--- src/rtl/ssd_pkg.sv ---
// Shared types and constants for the 7-segment digit scanner.
package ssd_pkg;

  typedef enum logic [0:0] {
    S_GUARD = 1'b0,
    S_DRIVE = 1'b1
  } scan_state_t;

  // Wide enough for the largest supported digit count; users slice to NUM_DIGITS.
  localparam logic [7:0] ANODE_OFF = 8'hFF;
  localparam logic       DP_OFF    = 1'b1;

endpackage

--- src/rtl/ssd_refresh_prescaler.sv ---
// Slot-timing prescaler: counts 0..REFRESH_DIV-1 and flags the last cycle of each slot.
module ssd_refresh_prescaler #(
  parameter  int REFRESH_DIV = 50000,
  localparam int CW          = $clog2(REFRESH_DIV)
) (
  input  logic          clk,
  input  logic          rst_n,
  output logic [CW-1:0] cnt,
  output logic          slot_end
);

  assign slot_end = (cnt == CW'(REFRESH_DIV - 1));

  // Free-running slot counter, wraps on the last cycle of the slot.
  always_ff @(posedge clk or negedge rst_n) begin
    if (!rst_n) begin
      cnt <= '0;
    end else if (slot_end) begin
      cnt <= '0;
    end else begin
      cnt <= cnt + 1'b1;
    end
  end

endmodule

--- src/rtl/ssd_digit_scanner.sv ---
// Time-multiplexed common-anode 7-segment scanner with frame-synchronous double buffering.
//
// state   | meaning
// S_GUARD | all anodes off while the downstream decoder settles on the new nibble
// S_DRIVE | current digit's anode driven low unless the digit is blanked
module ssd_digit_scanner
  import ssd_pkg::*;
#(
  parameter int NUM_DIGITS    = 4,
  parameter int REFRESH_DIV   = 50000,
  parameter int GUARD_CYC     = 2,
  parameter int BLANK_LEADING = 1
) (
  input  logic                    clk,
  input  logic                    rst_n,
  input  logic [4*NUM_DIGITS-1:0] Value,
  input  logic                    Load,
  input  logic [NUM_DIGITS-1:0]   DpIn,
  input  logic                    Blank,
  output logic [3:0]              Count,
  output logic [NUM_DIGITS-1:0]   AnodeN,
  output logic                    DpN,
  output logic                    FrameDone
);

  localparam int CW = $clog2(REFRESH_DIV);
  localparam int IW = $clog2(NUM_DIGITS);

  logic [CW-1:0]           cnt;
  logic                    slot_end;
  logic                    frame_end;
  scan_state_t             state_q, state_d;
  logic [IW-1:0]           idx_q, idx_d;
  logic [4*NUM_DIGITS-1:0] disp_val_q, disp_val_d, pend_val_q;
  logic [NUM_DIGITS-1:0]   disp_dp_q, disp_dp_d, pend_dp_q;
  logic                    pend_valid_q;
  logic                    digit_dark;
  logic [NUM_DIGITS-1:0]   anode_d;
  logic                    frame_done_d;

  ssd_refresh_prescaler #(
    .REFRESH_DIV(REFRESH_DIV)
  ) u_prescaler (
    .clk     (clk),
    .rst_n   (rst_n),
    .cnt     (cnt),
    .slot_end(slot_end)
  );

  // A digit above 0 is a leading zero when it and every more-significant nibble are 0.
  function automatic logic lead_zero(input logic [4*NUM_DIGITS-1:0] v, input logic [IW-1:0] i);
    logic z;
    z = 1'b1;
    for (int k = 0; k < NUM_DIGITS; k++) begin
      if (k >= int'(i) && v[4*k +: 4] != 4'h0) z = 1'b0;
    end
    return z && (i != '0);
  endfunction

  assign frame_end = slot_end && (idx_q == IW'(NUM_DIGITS - 1));

  // Next digit index and the display contents that take effect on this edge.
  always_comb begin
    idx_d      = idx_q;
    disp_val_d = disp_val_q;
    disp_dp_d  = disp_dp_q;
    if (slot_end) idx_d = frame_end ? '0 : idx_q + 1'b1;
    if (frame_end && pend_valid_q) begin
      disp_val_d = pend_val_q;
      disp_dp_d  = pend_dp_q;
    end
  end

  // Scan FSM next state; with GUARD_CYC==0 the guard phase collapses away.
  always_comb begin
    state_d = state_q;
    case (state_q)
      S_GUARD: if (GUARD_CYC == 0 || int'(cnt) == GUARD_CYC - 1) state_d = S_DRIVE;
      S_DRIVE: if (slot_end) state_d = (GUARD_CYC == 0) ? S_DRIVE : S_GUARD;
      default: state_d = S_GUARD;
    endcase
  end

  // Anode and frame-pulse decode for the upcoming cycle, so all outputs come straight from flops.
  always_comb begin
    digit_dark   = Blank || ((BLANK_LEADING != 0) && lead_zero(disp_val_d, idx_d));
    anode_d      = ANODE_OFF[NUM_DIGITS-1:0];
    if (state_d == S_DRIVE && !digit_dark) anode_d[idx_d] = 1'b0;
    frame_done_d = (cnt == CW'(REFRESH_DIV - 2)) && (idx_q == IW'(NUM_DIGITS - 1));
  end

  // Scan state, digit index and registered display outputs.
  always_ff @(posedge clk or negedge rst_n) begin
    if (!rst_n) begin
      state_q   <= S_GUARD;
      idx_q     <= '0;
      Count     <= 4'h0;
      AnodeN    <= ANODE_OFF[NUM_DIGITS-1:0];
      DpN       <= DP_OFF;
      FrameDone <= 1'b0;
    end else begin
      state_q   <= state_d;
      idx_q     <= idx_d;
      Count     <= disp_val_d[4*idx_d +: 4];
      AnodeN    <= anode_d;
      DpN       <= ~disp_dp_d[idx_d];
      FrameDone <= frame_done_d;
    end
  end

  // Pending/display double buffer; a Load on the commit edge lands in pending for the next frame.
  always_ff @(posedge clk or negedge rst_n) begin
    if (!rst_n) begin
      pend_val_q   <= '0;
      pend_dp_q    <= '0;
      pend_valid_q <= 1'b0;
      disp_val_q   <= '0;
      disp_dp_q    <= '0;
    end else begin
      disp_val_q <= disp_val_d;
      disp_dp_q  <= disp_dp_d;
      if (Load) begin
        pend_val_q   <= Value;
        pend_dp_q    <= DpIn;
        pend_valid_q <= 1'b1;
      end else if (frame_end) begin
        pend_valid_q <= 1'b0;
      end
    end
  end

endmodule

--- config.mk ---
export PLATFORM = sky130hd
export DESIGN_NAME = ssd_digit_scanner
export DESIGN_NICKNAME = d
export VERILOG_FILES = /design/src/rtl/ssd_pkg.sv /design/src/rtl/ssd_refresh_prescaler.sv /design/src/rtl/ssd_digit_scanner.sv
export SDC_FILE = /design/constraint.sdc
export NUM_CORES = 1
export LEC_CHECK = 0
export ABC_CLOCK_PERIOD_IN_PS = 3100
export CAP_MARGIN = 20
export CORE_MARGIN = 2
export CORE_UTILIZATION = 35
export CTS_CLUSTER_DIAMETER = 50
export CTS_CLUSTER_SIZE = 16
export DETAILED_ROUTE_END_ITERATION = 8
export SKIP_LAST_GASP = 1
export SLEW_MARGIN = 20
export SYNTH_ARGS = -nofsm -noshare
export SYNTH_HDL_FRONTEND = slang
export SYNTH_HIERARCHICAL = 1
export SYNTH_SLANG_ARGS = --single-unit
--- constraint.sdc ---
create_clock -name clk -period 3.1 [get_ports clk]
set_input_delay 0.62 -clock clk [delete_from_list [all_inputs] [get_ports clk]]
set_output_delay 0.62 -clock clk [all_outputs]
set_load 0.005 [all_outputs]
Word level (Yosys, flattened, before mapping)

Index checks and enable logic that the tools add are counted.

$add $sub $neg: 2
Magnitude comparators: 5
Reduce and logical (&&, ||, !) cells: 17
Eq/ne operators: 4
Shift operators: 1
Bitwise gates (word level): 3
Muxes and demuxes: 19

Operators with widths:

| operator              | count |
|---|---|
| $eq 16x16->1 const B  | 2 |
| $mux 16               | 2 |
| $add 16x1->16 const B | 1 |
| $eq 16x2->1 const B   | 1 |
| $reduce_bool 4->1     | 4 |
| $shiftx 16x5->4       | 1 |
| $mux 1                | 10 |
| $logic_and 1x1->1     | 9 |
| $mux 4                | 2 |
| $ge 1x2->1 const A    | 2 |
| $mux 2                | 2 |
| $not 4->4             | 1 |
| $reduce_bool 2->1     | 2 |
| $lt 2x3->1 const B    | 1 |
| $add 2x1->2 const B   | 1 |
| $bmux 1 s2            | 1 |
| $demux 1 s2           | 1 |
| $eq 2x2->1 const B    | 1 |
| $ge 2x1->1 const B    | 1 |
| $ge 2x2->1 const A    | 1 |
| $not 1->1             | 2 |
| $pmux 1 s2            | 1 |
| $logic_not 1->1       | 1 |
| $logic_or 1x1->1      | 1 |

Output and inout port bits: 10
Register bits: 70
Logic and storage cells: 63

Longest topological paths before layout

Depth after elaboration: 15
Mapped depth: 11
Depth with buffers taken out: 7

Hierarchy

The synthesis kept the hierarchy.

By module, submodules not included:

| module                | cells an instance | times used | area each (um2) | sequential area each (um2) |
|---|---|---|---|---|
| ssd_digit_scanner     | 160               | 1          | 2347.3          | 1357.6 |
| ssd_refresh_prescaler | 67                | 1          | 762.0           | 400.4 |

Worst setup path before layout

OpenSTA, ideal clock, no wires.

Path type: register to register
Start: register u_prescaler.cnt[0]
End: register Count[3]
Library setup time: 0.125 ns
Buffers on the path: 4
Cell stages (with the launch flop): 12
Setup slack: 0.589 ns
Arrival time: 2.386 ns
Path through: dfrtp_1 > ha_1 > and3_1 > buf_2 > and4_1 > buf_6 > buf_6 > nand3_4 > buf_6 > mux2_2 > mux2_2 > mux2_2

Word-level cells in the longest chain between the ends: 5
Elaborated cells between the ends (all ways): 7

RTL lines:

| element                  | RTL line                    | text |
|---|---|---|
| start: declaration       | ssd_refresh_prescaler.sv:8  | `output logic [CW-1:0] cnt,` |
| start signal: assignment | ssd_refresh_prescaler.sv:21 | `cnt <= cnt + 1'b1;` |
| $eq 16x16->1             | ssd_refresh_prescaler.sv:12 | `assign slot_end = (cnt == CW'(REFRESH_DIV - 1));` |
| named net slot_end       | ssd_digit_scanner.sv:30     | `logic slot_end;` |
| $logic_and 1x1->1        | ssd_digit_scanner.sv:60     | `assign frame_end = slot_end && (idx_q == IW'(NUM_DIGITS - 1));` |
| $logic_and 1x1->1        | ssd_digit_scanner.sv:68     | `if (frame_end && pend_valid_q) begin` |
| $mux 16                  | ssd_digit_scanner.sv:68     |  |
| named net disp_val_d[7]  | ssd_digit_scanner.sv:34     | `logic [4*NUM_DIGITS-1:0] disp_val_q, disp_val_d, pend_val_q;` |
| $shiftx 16x5->4          | ssd_digit_scanner.sv:104    | `Count <= disp_val_d[4*idx_d +: 4];` |
| end signal: assignment   | ssd_digit_scanner.sv:104    |  |
| end: declaration         | ssd_digit_scanner.sv:20     | `output logic [3:0] Count,` |

The timed path passes the listed nets, and every way through them passes these cells.
A chain may end at the register's enable or synchronous reset.

Worst setup path after layout

Start: register u_prescaler.cnt[0]
End: register Count[3]

Word-level cells in the longest chain between the ends: 5
Elaborated cells between the ends (all ways): 7

RTL lines:

| element            | RTL line                    | text |
|---|---|---|
| $eq 16x16->1 *     | ssd_refresh_prescaler.sv:12 |  |
| named net slot_end | ssd_digit_scanner.sv:30     |  |
| $logic_and 1x1->1  | ssd_digit_scanner.sv:60     |  |
| $mux 2             | ssd_digit_scanner.sv:67     | `if (slot_end) idx_d = frame_end ? '0 : idx_q + 1'b1;` |
| $mux 2 *           | ssd_digit_scanner.sv:67     |  |
| named net idx_d[0] | ssd_digit_scanner.sv:33     | `logic [IW-1:0] idx_q, idx_d;` |
| $shiftx 16x5->4 *  | ssd_digit_scanner.sv:104    |  |

The timed path passes the listed nets; every way through them passes the cells marked *.

==> summary.md <==
| Metric | Value |
|---|---|
| Synthesized cell area | `3110 um2` |
| Cell breakdown of the critical path | `ha_1 -> and3_1 -> and4_1 -> buf_4 -> xnor2_2 -> inv_2 -> mux2_2 -> mux2_2` |
| Number of distinct library cells after synthesis | `47` |
| Sum of overflow across all layers after global routing | `0` |
| Met3 wirelength from detailed routing | `290 um` |
| Number of maximum-capacitance constraint violations | `0` |
| 1st-pass router iterations | `4` |
| Total length of routed met2 wires | `2800 um` |
| Final nets | `between 200 and 300` |
| Synthesis-to-layout area growth | `21.7%` |
| Cell Count, Final, Fillers Out | `382` |
| Number of gates given a new drive strength after cts | `0` |
| Minimum period implied by the final worst setup slack | `2670 ps` |
| Leak pwr | `1.74 nW` |
| Number of placed cells counting well taps | `roughly 370` |
| Die Ht | `98.3 um` |
| Post-synthesis adder-cell area fraction | `less than 1%` |
| Number of violations reported at the end of detailed-routing iteration 0 | `117` |
| Share of the synthesized area in compound gates (AO/OA/AOI/OAI) | `3.02%` |
| N_diodes | `0` |
| Via density per instance | `4.95` |
| Post-synthesis simple-gate area fraction | `roughly an eighth` |
| Number of endpoints failing setup at the final stage | `0` |
| Maximum vdd ir drop | `0.000196 V` |
| Family with the most delay on the worst path | `multiplexers` |
| Fillers | `between 800 and 900` |
| Worst path buffer plus inverter count | `2` |
| Sequential share of the synthesized area | `56.5%` |
| Timing startpoint of the critical path | `u_prescaler/cnt[0]` |
| Post-synth EDFFs | `0` |
| Slew @ Worst Pin | `between 500 and 600 ps` |
| Worst slack at placement | `around 440 ps` |
| Die area | `9650 um2` |
| Clock buffer depth | `2` |
| Critical path peak fanout | `10` |
| Main synth FF type | `sky130_fd_sc_hd__dfrtp_1` |
| Most frequent CP cell | `sky130_fd_sc_hd__mux2_2` |
| Average routed wire per standard cell | `15.1 um` |
| Count of unresolved DRC violations after routing | `0` |
| Ports placed on the boundary | `34` |
| Cell type contributing the most total cell area after synthesis | `sky130_fd_sc_hd__dfrtp_1` |
| WS Path Type | `flop to flop` |
| Top cells by count, synth | `65 x sky130_fd_sc_hd__dfrtp_1, 54 x sky130_fd_sc_hd__mux2_2, 9 x sky130_fd_sc_hd__nor4_1` |
| Final max-slew violation count | `0` |
| Fraction of final layout cells with drive strength greater than 1 | `34.3%` |
| Synthesis warning total | `6` |
| Final period utilization | `86.0%` |
| HPWL reported at the end of detailed placement | `~4000 um` |
| Power density over the cells | `492 nW/um2` |
| Critical path's slowest cell | `sky130_fd_sc_hd__xnor2_2` |
| Data required time of the worst path | `3330 ps` |
| Area of the core | `just under 9000 um2` |
| Largest family of logic cells by synthesized area | `multiplexers` |
| Critical path capture point type | `flop` |
| Maximum clock skew at final layout | `7.11 ps` |
| Final Core Density | `43.6%` |
| Final critical-path setup slack | `433 ps` |
| Final GP Congestion | `0.717` |
| Number of port buffers | `33` |
| Post-CTS setup-driven buffer insertion count | `0` |
| Worst Setup Start Kind | `flop` |
| Clock latency of the later-clocked register in the worst-skew pair | `about 350 ps` |
| Delay of the slowest cell on the worst path | `500 ps` |
| Wire length on met1 | `around 2600 um` |
| XOR/XNOR Fraction of Synth Area | `between 3 and 4%` |
| Max transition margin | `60.4%` |
| Cell with the most instances after synthesis | `sky130_fd_sc_hd__dfrtp_1` |
| CTS hold repair buffers | `0` |
| Class of the most critical hold timing path | `input port to asynchronous set/reset pin` |
| Clock buffers created by TritonCTS | `9` |
| Clk sink count | `70` |
| Critical register-to-register path startpoint | `u_prescaler/cnt[0]` |
| Initial antenna violation count | `0` |
| Starting density of the core | `35.8%` |
| Clock transition at the registers of the reported paths | `around 80 ps` |
| Outcome | `finished clean` |
| RSZ-0062 raised after global routing | `false` |
| Wire length of the first global-routing pass | `around 9600 um` |
| H-tree levels | `3` |
| Top routing layer used | `met4` |
| Per-instance average area after synthesis | `about 14 um2` |
| Site Rows | `34` |
| Share of cell area taken by muxes after synthesis | `20.5%` |
| Yosys reg bits | `70` |
| Width of the die | `98.3 um` |
| Cell types with the largest area share after synthesis | `sky130_fd_sc_hd__dfrtp_1 52%, sky130_fd_sc_hd__mux2_2 20%, sky130_fd_sc_hd__dfstp_2 4.2%` |
| Net count of the mapped netlist | `253` |
| Setup Total Neg Slack | `0 ps` |
| Worst EP arrival | `2900 ps` |
| Count of final hold-check violations | `0` |
| Clock root cell | `sky130_fd_sc_hd__clkbuf_8` |
| Aggregate global-route resource usage | `between 10% and 20%` |
| Wirelength, routed | `between 5000 and 6000 um` |
| Maximum clock rate | `0.375 GHz` |
| Via count of the first global-routing pass | `1958` |
| Fraction of post-synthesis cell area in the top cell type by area | `52.3%` |
| TritonCTS clock tree | `yes` |
| Via count of the routed design | `1892` |
| Number of antenna-violating nets in the routed design | `0` |
| Pin count of the biggest net entering global routing | `71` |
| Post-synthesis cell count | `227` |
| Async S/R FF share, synth | `100%` |
[through the flow]
stage	total power (W)	instance area (um2)	hold WS [ps]
floorplan	0.00100	3110	324
global placement	0.00107	3560	479
detailed placement	0.00107	3560	480
CTS	0.00189	3780	290
global route	0.00194	3780	294
finish	0.00186	3780	265
[final cells by class]
| type | count | area, um2 | area share [%] |
|---|---|---|---|
| clock buffer | 10 | 138 | 3.64 |
| multi-input combinational | 146 | 1280 | 33.8 |
| inverter | 4 | 15.0 | 0.397 |
| timing repair buffer | 38 | 375 | 9.92 |
| tap | 108 | 135 | 3.57 |
| sequential | 70 | 1760 | 46.4 |
| clock inverter | 6 | 85.1 | 2.25 |
[worst paths after layout]
check | end | slack (ps) | cells past startpoint
hold reg to reg | disp_val_q[3] | 490 | 1
hold / removal | pend_val_q[0] | 270 | 2
max in group asynchronous | AnodeN[2] | 2480 | 2
setup reg to reg | Count[3] | 430 | 8
setup / recovery | Count[3] | 430 | 8
min in group clk | disp_val_q[3] | 490 | 1
[registers in the layout (all words and copies together), names as in the netlist]
name	flops
AnodeN	4
Count	4
DpN	1
FrameDone	1
disp_dp_q	4
disp_val_q	16
idx_q	2
pend_dp_q	4
pend_val_q	16
pend_valid_q	1
state_q	1
u_prescaler/cnt	16
[kinds of logic after synthesis]
family | count (synthesis)
AOI/OAI and AO/OA | 12
xor gates and xnor gates | 13
adders and majority gates | 2
buffers and inverters | 11
DFF | 70
muxes | 57
and+or+nand+nor | 62
[placed cells by master (no fill, tap or decap), drive strengths merged, types with 3 or more instances in the layout]
cell and instances:
xnor2 5, nand4 4, nor4 9, and2 3, clkbuf 10, nand3 6, dfstp 5, xor2 8
dfrtp 65, nor3 3, mux2 54, nand2 8, mux2i 3, and4 5, nor2 8, inv 4
buf 6, clkdlybuf4s50 32
[metal layers]
layer  vias up  GRT usage, %
met5         -             0
met4         0          4.74
met3         7          4.87
met2        31          20.4
met1       941          15.9
li1        913             -
[power by group]
group | switching [W] | internal [W] | total (W) | leakage, nW
clock | 0.000344 | 0.000472 | 0.000815 | 0.108
combinational | 0.0000339 | 0.0000541 | 0.0000881 | 0.737
sequential | 0.0000194 | 0.000940 | 0.000960 | 0.891
total | 0.000397 | 0.00147 | 0.00186 | 1.74
Power figures use the tool's default switching activity.
